`src/rtl/axi_dmem_master.sv`:
```
// axi_dmem_master
//   Bridges the core's single-outstanding load/store port onto the AXI4-Lite
//   master channels of the data-memory slave. One request is accepted in IDLE,
//   issued as AR (load) or AW+W (store), and completed by a one-cycle
//   resp_valid pulse once R or B has been received.
// Ports
//   ACLK, ARESETn                   clock (rising edge), async active-low reset
//   req_valid/req_ready             core request handshake
//   req_we/addr/wdata/wstrb         request attributes (1 = store)
//   resp_valid/resp_rdata/resp_err  one-cycle response, load data, non-OKAY flag
//   AR*/R*/AW*/W*/B* _M             AXI4-Lite master channels
module axi_dmem_master #(
    parameter int ADDR_W = 32,
    parameter int DATA_W = 32
) (
    input  logic                ACLK,
    input  logic                ARESETn,
    input  logic                req_valid,
    output logic                req_ready,
    input  logic                req_we,
    input  logic [ADDR_W-1:0]   req_addr,
    input  logic [DATA_W-1:0]   req_wdata,
    input  logic [DATA_W/8-1:0] req_wstrb,
    output logic                resp_valid,
    output logic [DATA_W-1:0]   resp_rdata,
    output logic                resp_err,
    output logic [ADDR_W-1:0]   ARADDR_M,
    output logic                ARVALID_M,
    input  logic                ARREADY_M,
    input  logic [DATA_W-1:0]   RDATA_M,
    input  logic [1:0]          RRESP_M,
    input  logic                RVALID_M,
    output logic                RREADY_M,
    output logic [ADDR_W-1:0]   AWADDR_M,
    output logic                AWVALID_M,
    input  logic                AWREADY_M,
    output logic [DATA_W-1:0]   WDATA_M,
    output logic [DATA_W/8-1:0] WSTRB_M,
    output logic                WVALID_M,
    input  logic                WREADY_M,
    input  logic [1:0]          BRESP_M,
    input  logic                BVALID_M,
    output logic                BREADY_M
);

    localparam logic [1:0] RESP_OKAY = 2'b00;

    typedef enum logic [2:0] {
        IDLE,
        RD_ADDR,
        RD_DATA,
        WR_REQ,
        WR_RESP,
        RESP
    } state_t;

    state_t                state_q, state_d;
    logic [ADDR_W-1:0]     addr_q;
    logic [DATA_W-1:0]     wdata_q;
    logic [DATA_W/8-1:0]   wstrb_q;
    logic                  aw_done_q, w_done_q;
    logic [DATA_W-1:0]     rdata_q;
    logic                  err_q;

    always_ff @(posedge ACLK or negedge ARESETn) begin
        if (!ARESETn) begin
            state_q   <= IDLE;
            addr_q    <= '0;
            wdata_q   <= '0;
            wstrb_q   <= '0;
            aw_done_q <= 1'b0;
            w_done_q  <= 1'b0;
            rdata_q   <= '0;
            err_q     <= 1'b0;
        end else begin
            state_q <= state_d;
            case (state_q)
                IDLE: begin
                    if (req_valid) begin
                        addr_q    <= req_addr;
                        wdata_q   <= req_wdata;
                        wstrb_q   <= req_wstrb;
                        aw_done_q <= 1'b0;
                        w_done_q  <= 1'b0;
                    end
                end
                WR_REQ: begin
                    // Each channel's VALID is gated by its own done flag, so it
                    // drops after its handshake and never comes back.
                    if (AWVALID_M && AWREADY_M) aw_done_q <= 1'b1;
                    if (WVALID_M && WREADY_M)   w_done_q  <= 1'b1;
                end
                RD_DATA: begin
                    if (RVALID_M) begin
                        rdata_q <= RDATA_M;
                        err_q   <= (RRESP_M != RESP_OKAY);
                    end
                end
                WR_RESP: begin
                    if (BVALID_M) err_q <= (BRESP_M != RESP_OKAY);
                end
                default: ;
            endcase
        end
    end

    always_comb begin
        state_d    = state_q;
        req_ready  = 1'b0;
        ARVALID_M  = 1'b0;
        RREADY_M   = 1'b0;
        AWVALID_M  = 1'b0;
        WVALID_M   = 1'b0;
        BREADY_M   = 1'b0;
        resp_valid = 1'b0;
        case (state_q)
            IDLE: begin
                req_ready = 1'b1;
                if (req_valid) state_d = req_we ? WR_REQ : RD_ADDR;
            end
            RD_ADDR: begin
                ARVALID_M = 1'b1;
                if (ARREADY_M) state_d = RD_DATA;
            end
            RD_DATA: begin
                RREADY_M = 1'b1;
                if (RVALID_M) state_d = RESP;
            end
            WR_REQ: begin
                AWVALID_M = !aw_done_q;
                WVALID_M  = !w_done_q;
                // A channel counts as done if it finished earlier or handshakes now.
                if ((aw_done_q || AWREADY_M) && (w_done_q || WREADY_M))
                    state_d = WR_RESP;
            end
            WR_RESP: begin
                BREADY_M = 1'b1;
                if (BVALID_M) state_d = RESP;
            end
            RESP: begin
                resp_valid = 1'b1;
                state_d    = IDLE;
            end
            default: state_d = IDLE;
        endcase
    end

    assign ARADDR_M   = addr_q;
    assign AWADDR_M   = addr_q;
    assign WDATA_M    = wdata_q;
    assign WSTRB_M    = wstrb_q;
    assign resp_rdata = rdata_q;
    assign resp_err   = err_q;

endmodule

```
`config.mk`:
```
export PLATFORM = sky130hd
export DESIGN_NAME = axi_dmem_master
export DESIGN_NICKNAME = d
export VERILOG_FILES = /design/src/rtl/axi_dmem_master.sv
export SDC_FILE = /design/constraint.sdc
export NUM_CORES = 1
export LEC_CHECK = 0
export BUFFER_PORTS_ARGS = -buffer_cell sky130_fd_sc_hd__buf_2
export CORE_MARGIN = 1.5
export CORE_UTILIZATION = 25
export DETAILED_ROUTE_END_ITERATION = 7
export SETUP_SLACK_MARGIN = 0.05
export SYNTH_ARGS = -nofsm -noshare
export SYNTH_HDL_FRONTEND = slang
export SYNTH_SLANG_ARGS = --single-unit
```
`constraint.sdc`:
```
create_clock -name ACLK -period 4.8 [get_ports ACLK]
set_input_delay 0.24 -clock ACLK [delete_from_list [all_inputs] [get_ports ACLK]]
set_output_delay 0.24 -clock ACLK [all_outputs]
set_load 0.02 [all_outputs]
```
==> out/metrics.json, run 1 <==
{
  "status": {
    "run_status": "finished, final reports clean"
  },
  "drt": {
    "finalWirelength_um": 10800,
    "drt_iter0_drc": 80,
    "route.vias.total": 3043,
    "drt_drc_violations_left": 0,
    "routed_wire_length_per_instance_um": 13.8,
    "firstDrtPassIters": 7,
    "drtAntennaViolNets": 0,
    "post_drt_via_cell_ratio": 3.89
  },
  "timing": {
    "worst_relative_slew_slack_pct": 49.8,
    "drv_slew": 0,
    "max_freq_mhz": 427,
    "final.min_clock_period_ns": 2.34,
    "final_hold_viol_count": 0,
    "setup_viol": 0,
    "timing.final.crit_share_pct": 48.8,
    "worstMarginPinSlew_ns": 0.753,
    "worst_hold_slack_ns": 0.113,
    "final.setup_skew_ns": 0.00667,
    "setup-tns-final_ns": 0,
    "rsz0062_at_grt": "no"
  },
  "synthesis": {
    "synth.net_count": 404,
    "synth_top_cells_by_count": "sky130_fd_sc_hd__dfrtp_1, sky130_fd_sc_hd__mux2_4, sky130_fd_sc_hd__buf_4",
    "async_flop_share_pct": 100,
    "synth-warning-count": 0,
    "synth_area_um2": 4900,
    "synth_top_area_share_pct": 54.2,
    "synth.most_common_cell": "sky130_fd_sc_hd__dfrtp_1",
    "synth_seq_cells": 106,
    "yosysTopAreaCell": "sky130_fd_sc_hd__dfrtp_1",
    "synthDistinctLibCells": 26,
    "netlist_instances": 291,
    "synthTopCellsByArea": "sky130_fd_sc_hd__dfrtp_1, sky130_fd_sc_hd__mux2_4, sky130_fd_sc_hd__buf_4, sky130_fd_sc_hd__buf_12, sky130_fd_sc_hd__mux2i_1",
    "synth_sequential_area_ratio_pct": 54.2,
    "synthFlopType": "sky130_fd_sc_hd__dfrtp_1",
    "synth_area_per_cell_um2": 16.8,
    "synth-edff-count": 0
  },
  "power": {
    "worst_ir_drop_vdd_mv": 0.288,
    "leakage_uw": 0.00326,
    "p_per_area_nw_per_um2": 782
  },
  "final_layout": {
    "final-instance-count-excl-fill": 782,
    "layout.core_utilization_pct": 32.8,
    "combined_area_of_the_multi_input_logic_cells_um2": 1740,
    "sequential_cell_area_um2": 2650,
    "antennaDiodeCount": 0,
    "final.fill_count": 1966,
    "syn_to_final_growth_pct": 29.6,
    "share_of_final_layout_standard_cells_stronger_than_drive_strength_1_pct": 73.1,
    "finalNetCount": 625
  },
  "global_routing": {
    "grt_start_max_net_pins": 62,
    "overall_fraction_of_global_route_tracks_in_use_pct": 10.2,
    "grt-ovfl-total": 0,
    "first_global_vias": 2946,
    "number_of_antenna_violations_at_the_first_check_in_global_routing": 0,
    "global_route_wire_length_before_repair_um": 15900
  },
  "clock_network": {
    "cts-resized-gates": 0,
    "h_tree_depth": 3,
    "clock_tree_root": "sky130_fd_sc_hd__clkbuf_16",
    "worst_skew_pair.late_latency_ns": 0.35,
    "clockBufferDepth": 2,
    "clk_transition_reported_paths_ns": 0.08,
    "numClockSinks": 106,
    "tritoncts_clock_tree": "yes",
    "cts_post_setup_buffers_inserted": 0,
    "cts_made_buffers": 9
  },
  "floorplan": {
    "die_height_um": 143,
    "initial_core_util_pct": 25.3,
    "number_of_primary_i_o_pins": 253,
    "die_area_um2": 20400,
    "design.core.area_um2": 19300,
    "core.rowCount": 51,
    "dieWidth_um": 143
  },
  "placement": {
    "detailedPlacementHpwl_um": 7900,
    "place.gp.congestion": 0.807,
    "io_buffer_count": 252,
    "placedCellCount": 765
  },
  "worst_setup_path": {
    "worst_setup_end_kind": "flip-flop",
    "setup.worst_path.start_class": "flip-flop",
    "cp_data_arrival_time_ns": 2.58,
    "criticalPathCategory": "reg2reg",
    "worst-endpoint-required_ns": 5.03,
    "critPathMaxFanout": 34
  },
  "hold_path": {
    "min-delay-path-class": "in2reg"
  },
  "run": {
    "max-cap-violations": 0
  }
}
[what timing repair did]
item,in CTS,in global routing
endpoints found under the setup margin,0,0
hold buffers,1,0
endpoints found under the hold margin,45,0
[per-layer routing]
| metal | routed length (um) | GRT usage [%] |
|---|---|---|
| met2 | 5580 | 17.7 |
| met5 | 0 | 0 |
| met1 | 4390 | 12.0 |
| met4 | 176 | 4.23 |
| met3 | 605 | 2.58 |
[power by group]
group,switching (uW),internal (uW)
Clock,356,419
Combinational,1330,1200
Sequential,304,1350
[registers in the layout, summed over array words and instances, names as in the netlist]
signal      count
w_done_q        1
WSTRB_M         4
aw_done_q       1
ARADDR_M       32
WDATA_M        32
state_q         3
resp_err        1
resp_rdata     32
[worst max-delay path: stages, from the launching register on]
cell	delay [ns]
sky130_fd_sc_hd__dfrtp_1	0.53
sky130_fd_sc_hd__nor3_2	0.24
sky130_fd_sc_hd__and2_4	0.60
sky130_fd_sc_hd__buf_4	0.49
sky130_fd_sc_hd__mux2_4	0.34
[logic make-up after synthesis]
logic type / share of synthesized area [%]
AOI/OAI and AO/OA: 1.64
buffers and inverters: 10.3
DFF: 54.2
muxes: 31.1
and+or+nand+nor: 2.81
[layout make-up]
type	instances	area share (%)
clock buffer	9	3.55
clock inverter	7	1.46
inverter	2	0.118
multi-input combinational	137	27.4
sequential	106	41.8
tap	265	5.22
timing repair buffer	256	20.4
[through the flow]
stage	total power [uW]	setup WS [ns]	area, um2
6_report	4960	2.46	6350
5_1_grt	5270	2.32	6350
4_1_cts	5050	2.43	6350
3_5_place_dp	4230	2.45	6020
3_3_place_gp	4200	2.47	6020
2_1_floorplan	3700	2.99	4900
[placed cells by master (no fill, tap or decap)]
cell type and n:
sky130_fd_sc_hd__or2_2 1, sky130_fd_sc_hd__a21oi_1 3, sky130_fd_sc_hd__nor3_1 1, sky130_fd_sc_hd__nor4b_1 2
sky130_fd_sc_hd__clkinv_8 1, sky130_fd_sc_hd__inv_8 1, sky130_fd_sc_hd__o22a_1 2, sky130_fd_sc_hd__clkinv_4 2
sky130_fd_sc_hd__inv_1 2, sky130_fd_sc_hd__nor3_2 1, sky130_fd_sc_hd__dlygate4sd3_1 1, sky130_fd_sc_hd__o21ai_0 2
sky130_fd_sc_hd__inv_6 2, sky130_fd_sc_hd__or2_1 1, sky130_fd_sc_hd__o21bai_1 2, sky130_fd_sc_hd__mux2_4 98
sky130_fd_sc_hd__and3_1 3, sky130_fd_sc_hd__nor2_1 7, sky130_fd_sc_hd__buf_2 251, sky130_fd_sc_hd__bufinv_16 1
sky130_fd_sc_hd__mux2_2 2, sky130_fd_sc_hd__dfrtp_1 106, sky130_fd_sc_hd__nand2b_4 1, sky130_fd_sc_hd__nor4_1 1
sky130_fd_sc_hd__buf_4 4, sky130_fd_sc_hd__mux2i_1 3, sky130_fd_sc_hd__o21ai_1 1, sky130_fd_sc_hd__a211oi_1 1
sky130_fd_sc_hd__clkbuf_16 9, sky130_fd_sc_hd__and2_4 2, sky130_fd_sc_hd__nor2_2 1, sky130_fd_sc_hd__o21ba_2 1
sky130_fd_sc_hd__nand2_1 1
[final timing paths]
path                       slack, ns                        from                          to  cells past startpoint
setup / recovery                2.46      state_q[0]$_DFFE_PN0P_    ARADDR_M[12]$_DFFE_PN0P_                      4
hold / removal                  0.11                req_addr[28]    ARADDR_M[28]$_DFFE_PN0P_                      2
setup reg to reg                2.46      state_q[0]$_DFFE_PN0P_    ARADDR_M[12]$_DFFE_PN0P_                      4
hold reg to reg                 0.51  resp_rdata[25]$_DFFE_PN0P_  resp_rdata[25]$_DFFE_PN0P_                      1
max in group asynchronous       3.17                     ARESETn     ARADDR_M[6]$_DFFE_PN0P_                      3
min in group asynchronous       0.44                     ARESETn    ARADDR_M[25]$_DFFE_PN0P_                      2
Power figures use the tool's default switching activity.
==> run 2, diff against run 1 <==
--- a/config.mk
+++ b/config.mk
@@ -5,6 +5,7 @@
 export SDC_FILE = /design/constraint.sdc
 export NUM_CORES = 1
 export LEC_CHECK = 0
+export ABC_AREA = 1
 export BUFFER_PORTS_ARGS = -buffer_cell sky130_fd_sc_hd__buf_2
 export CORE_MARGIN = 1.5
 export CORE_UTILIZATION = 25
==> constraint.sdc (replaced) <==
create_clock -name ACLK -period 2.3 [get_ports ACLK]
set_input_delay 0.115 -clock ACLK [delete_from_list [all_inputs] [get_ports ACLK]]
set_output_delay 0.115 -clock ACLK [all_outputs]
set_load 0.02 [all_outputs]
==> out/metrics.json, run 2 <==
{
  "drt": {
    "drt_iter0_drc": {"value": 162, "change": "+100%"},
    "post_drt_via_cell_ratio": {"value": 4.36, "change": "+12%"},
    "finalWirelength": {"value": 14300, "unit": "um", "change": "+33%"},
    "drt_drc_violations_left": {"value": 0, "change": "unchanged"},
    "firstDrtPassIters": {"value": 4, "change": "-3"},
    "routed_wire_length_per_instance": {"value": 13.6, "unit": "um", "change": "-1.2%"},
    "route.vias.total": {"value": 4599, "change": "+51%"},
    "drtAntennaViolNets": {"value": 0, "change": "unchanged"}
  },
  "timing": {
    "worst_relative_slew_slack": {"value": 62.1, "unit": "%", "change": "+12 points"},
    "final.min_clock_period": {"value": 1.67, "unit": "ns", "change": "-0.676 ns"},
    "worstMarginPinSlew": {"value": 0.568, "unit": "ns", "change": "-0.185 ns"},
    "rsz0062_at_grt": "no",
    "setup-tns-final": {"value": 0, "unit": "ns", "change": "unchanged"},
    "final_hold_viol_count": {"value": 0, "change": "unchanged"},
    "setup_slack": {"value": 0.633, "unit": "ns", "change": "-1.82 ns"},
    "max_freq": {"value": 600, "unit": "MHz", "change": "+41%"},
    "drv_slew": {"value": 0, "change": "unchanged"},
    "setup_viol": {"value": 0, "change": "unchanged"},
    "timing.final.crit_share": {"value": 72.5, "unit": "%", "change": "+24 points"},
    "final.setup_skew": {"value": 0.00474, "unit": "ns", "change": "-0.00193 ns"}
  },
  "synthesis": {
    "synth-warning-count": {"value": 0, "change": "unchanged"},
    "synth_area_per_cell": {"value": 8.68, "unit": "um2", "change": "-48%"},
    "synthTopCellsByArea": "sky130_fd_sc_hd__dfrtp_1, sky130_fd_sc_hd__nand2_1, sky130_fd_sc_hd__o21ai_0, sky130_fd_sc_hd__buf_4, sky130_fd_sc_hd__nand3_1",
    "synth_area": {"value": 4610, "unit": "um2", "change": "-5.9%"},
    "yosysTopAreaCell": "sky130_fd_sc_hd__dfrtp_1",
    "synth_top_cells_by_count": "sky130_fd_sc_hd__nand2_1, sky130_fd_sc_hd__dfrtp_1, sky130_fd_sc_hd__o21ai_0",
    "synth.net_count": {"value": 644, "change": "+59%"},
    "synth-edff-count": {"value": 0, "change": "unchanged"},
    "synth_top_area_share": {"value": 57.6, "unit": "%", "change": "+3.4 points"},
    "synth_seq_cells": {"value": 106, "change": "unchanged"},
    "netlist_instances": {"value": 531, "change": "+82%"},
    "synthDistinctLibCells": {"value": 17, "change": "-35%"},
    "synth.most_common_cell": "sky130_fd_sc_hd__nand2_1",
    "async_flop_share": {"value": 100, "unit": "%", "change": "unchanged"},
    "synth_sequential_area_ratio": {"value": 57.6, "unit": "%", "change": "+3.4 points"},
    "synthFlopType": "sky130_fd_sc_hd__dfrtp_1"
  },
  "final_layout": {
    "syn_to_final_growth_pct": 50.9,
    "mostFrequentLayoutCells": "sky130_fd_sc_hd__buf_2, sky130_fd_sc_hd__nand2_1, sky130_fd_sc_hd__dfrtp_1",
    "share_of_final_layout_standard_cells_stronger_than_drive_strength_1": {"value": 34.2, "unit": "%", "change": "-39 points"},
    "final_design_area_no_fill": {"value": 6960, "unit": "um2", "change": "+9.6%"},
    "final-instance-count-excl-fill": {"value": 1055, "change": "+35%"},
    "layout.cells.most_common": "sky130_fd_sc_hd__buf_2",
    "sequential_cell_area": {"value": 2650, "unit": "um2", "change": "unchanged"},
    "final.fill_count": {"value": 1828, "change": "-7.0%"},
    "finalNetCount": {"value": 934, "change": "+49%"},
    "combined_area_of_the_multi_input_logic_cells": {"value": 1490, "unit": "um2", "change": "-15%"}
  },
  "hold_path": {
    "min-delay-path-class": "in2reg"
  },
  "floorplan": {
    "core.rowCount": {"value": 49, "change": "-3.9%"},
    "dieWidth": {"value": 139, "unit": "um", "change": "-2.9%"},
    "die_height": {"value": 139, "unit": "um", "change": "-2.9%"},
    "number_of_primary_i_o_pins": {"value": 253, "change": "unchanged"},
    "die_area": {"value": 19300, "unit": "um2", "change": "-5.8%"},
    "design.core.area": {"value": 18000, "unit": "um2", "change": "-6.8%"},
    "initial_core_util": {"value": 25.6, "unit": "%", "change": "+0.24 points"}
  },
  "clock_network": {
    "clockBufferDepth": {"value": 2, "change": "unchanged"},
    "cts_made_buffers": {"value": 9, "change": "unchanged"},
    "clk_transition_reported_paths": {"value": 0.07, "unit": "ns", "change": "about the same"},
    "numClockSinks": {"value": 106, "change": "unchanged"},
    "tritoncts_clock_tree": "yes",
    "clock_tree_root": "sky130_fd_sc_hd__clkbuf_16",
    "cts_post_setup_buffers_inserted": {"value": 0, "change": "unchanged"},
    "h_tree_depth": {"value": 3, "change": "unchanged"},
    "worst_skew_pair.late_latency": {"value": 0.34, "unit": "ns", "change": "about the same"}
  },
  "global_routing": {
    "first_global_vias": {"value": 4384, "change": "+49%"},
    "global_route_wire_length_before_repair": {"value": 22600, "unit": "um", "change": "+42%"},
    "grt-ovfl-total": {"value": 0, "change": "unchanged"},
    "overall_fraction_of_global_route_tracks_in_use": {"value": 14.6, "unit": "%", "change": "+4.4 points"},
    "grt_start_max_net_pins": {"value": 107, "change": "+73%"},
    "number_of_antenna_violations_at_the_first_check_in_global_routing": {"value": 1, "change": "+1"}
  },
  "placement": {
    "dpl_worst_slack": {"value": 0.645, "unit": "ns", "change": "-1.80 ns"},
    "post_dp_cell_area": {"value": 5820, "unit": "um2", "change": "-3.3%"},
    "placedCellCount": {"value": 955, "change": "+25%"},
    "place.gp.congestion": {"value": 0.735, "change": "-8.9%"},
    "io_buffer_count": {"value": 252, "change": "unchanged"},
    "detailedPlacementHpwl": {"value": 9110, "unit": "um", "change": "+15%"}
  },
  "worst_setup_path": {
    "worst-endpoint-required": {"value": 2.58, "unit": "ns", "change": "-2.45 ns"},
    "critical_path_buf_inv_count": {"value": 1, "change": "unchanged"},
    "criticalPathCategory": "reg2reg",
    "cp_data_arrival_time": {"value": 1.95, "unit": "ns", "change": "-0.63 ns"},
    "setup.worst_path.start_class": "flip-flop",
    "cp_cell_sequence": "nor2_4 -> nand2_4 -> nor2_4 -> buf_12 -> nand2_1 -> nand2_1",
    "critical_path.slowest_cell": "sky130_fd_sc_hd__dfrtp_1",
    "worst_setup_end_kind": "flip-flop",
    "critical_path.max_stage_delay": {"value": 0.45, "unit": "ns", "change": "-0.15 ns"},
    "critPathMaxFanout": {"value": 62, "change": "+82%"},
    "cell_type_group_with_the_largest_total_delay_on_the_critical_path": "simple AND/OR/NAND/NOR gates"
  },
  "run": {
    "max-cap-violations": {"value": 0, "change": "unchanged"}
  },
  "power": {
    "leakage": {"value": 0.00387, "unit": "uW", "change": "+19%"},
    "p_per_area": {"value": 1340, "unit": "nW/um2", "change": "+72%"},
    "worst_ir_drop_vdd": {"value": 0.563, "unit": "mV", "change": "+96%"}
  },
  "status": {
    "run_status": "finished, final reports clean"
  }
}
==> run 2: cell types whose count changed after synthesis, sizes merged, moves of 3 or more <==
cell	before	now
nand3	0	40
mux2	100	0
nand2	1	215
o21ai	3	74
inv	2	12
a21oi	3	0
mux2i	3	0
and3	3	0
nor2	8	18
clkbuf	0	18
==> run 2: worst paths after layout <==
kind | slack, ns | startpoint | cells after the start | endpoint
worst max-delay path | 0.63 | state_q[1]$_DFFE_PN0P_ | 6 | ARADDR_M[26]$_DFFE_PN0P_
worst min-delay path | 0.02 | RDATA_M[18] | 3 | resp_rdata[18]$_DFFE_PN0P_
worst max register to register | 0.63 | state_q[1]$_DFFE_PN0P_ | 6 | ARADDR_M[26]$_DFFE_PN0P_
worst min register to register | 0.47 | resp_rdata[25]$_DFFE_PN0P_ | 2 | resp_rdata[25]$_DFFE_PN0P_
max in group asynchronous | 1.49 | ARESETn | 3 | WDATA_M[19]$_DFFE_PN0P_
min in group asynchronous | 0.39 | ARESETn | 3 | ARADDR_M[4]$_DFFE_PN0P_
==> run 2: cell families after synthesis <==
kind of cell,after synthesis,share of synthesized area (%)
AND/OR/NAND/NOR,275,24.3
flip-flops,106,57.6
buffers and inverters,76,10.1
AO/OA/AOI/OAI,74,8.04
==> run 2: metal layers <==
layer | share of wire (%) | up-vias | track usage, %
met2 | 47 | 216 | 23.7
li1 | - | 2229 | -
met3 | 7.5 | 20 | 4.14
met4 | 2.4 | 0 | 6.20
met5 | 0 | - | 0
met1 | 43 | 2134 | 18.2
==> run 2: area by class of cell <==
| class | instances | area share (%) |
|---|---|---|
| flip-flops and latches | 106 | 38.1 |
| repair buffers | 342 | 31.4 |
| multi-input cells | 349 | 21.4 |
| well taps | 229 | 4.12 |
| clock buffers | 12 | 3.83 |
| inverters | 13 | 0.702 |
| clock inverters | 3 | 0.324 |
| diodes | 1 | 0.0360 |
==> run 2: power breakdown <==
part	switching, uW	internal [uW]	total (uW)
Sequential	514	2730	3250
Combinational	3150	1450	4600
Clock	681	822	1500
Total	4350	5010	9350
==> run 2: timing repair <==
item	4_1_cts	5_1_grt
setup endpoints to repair	0	0
hold buffers	83	1
resized for setup	0	0
endpoints found under the hold margin	188	1
==> run 2: per-stage QoR <==
step | hold slack (ns) | total power, uW | utilization [%]
final | 0.0161 | 9350 | 38.6
after global routing | 0.0128 | 10000 | 38.6
after CTS | 0.000242 | 9430 | 38.5
after detailed placement | 0.245 | 7770 | 32.3
after global placement | 0.250 | 7730 | 32.3
after floorplan | -0.181 | 6460 | -
==> run 2: worst min-delay path: stages <==
cell,delay (ns)
sky130_fd_sc_hd__buf_2,0.08
sky130_fd_sc_hd__nand3_1,0.07
sky130_fd_sc_hd__nand2_1,0.07
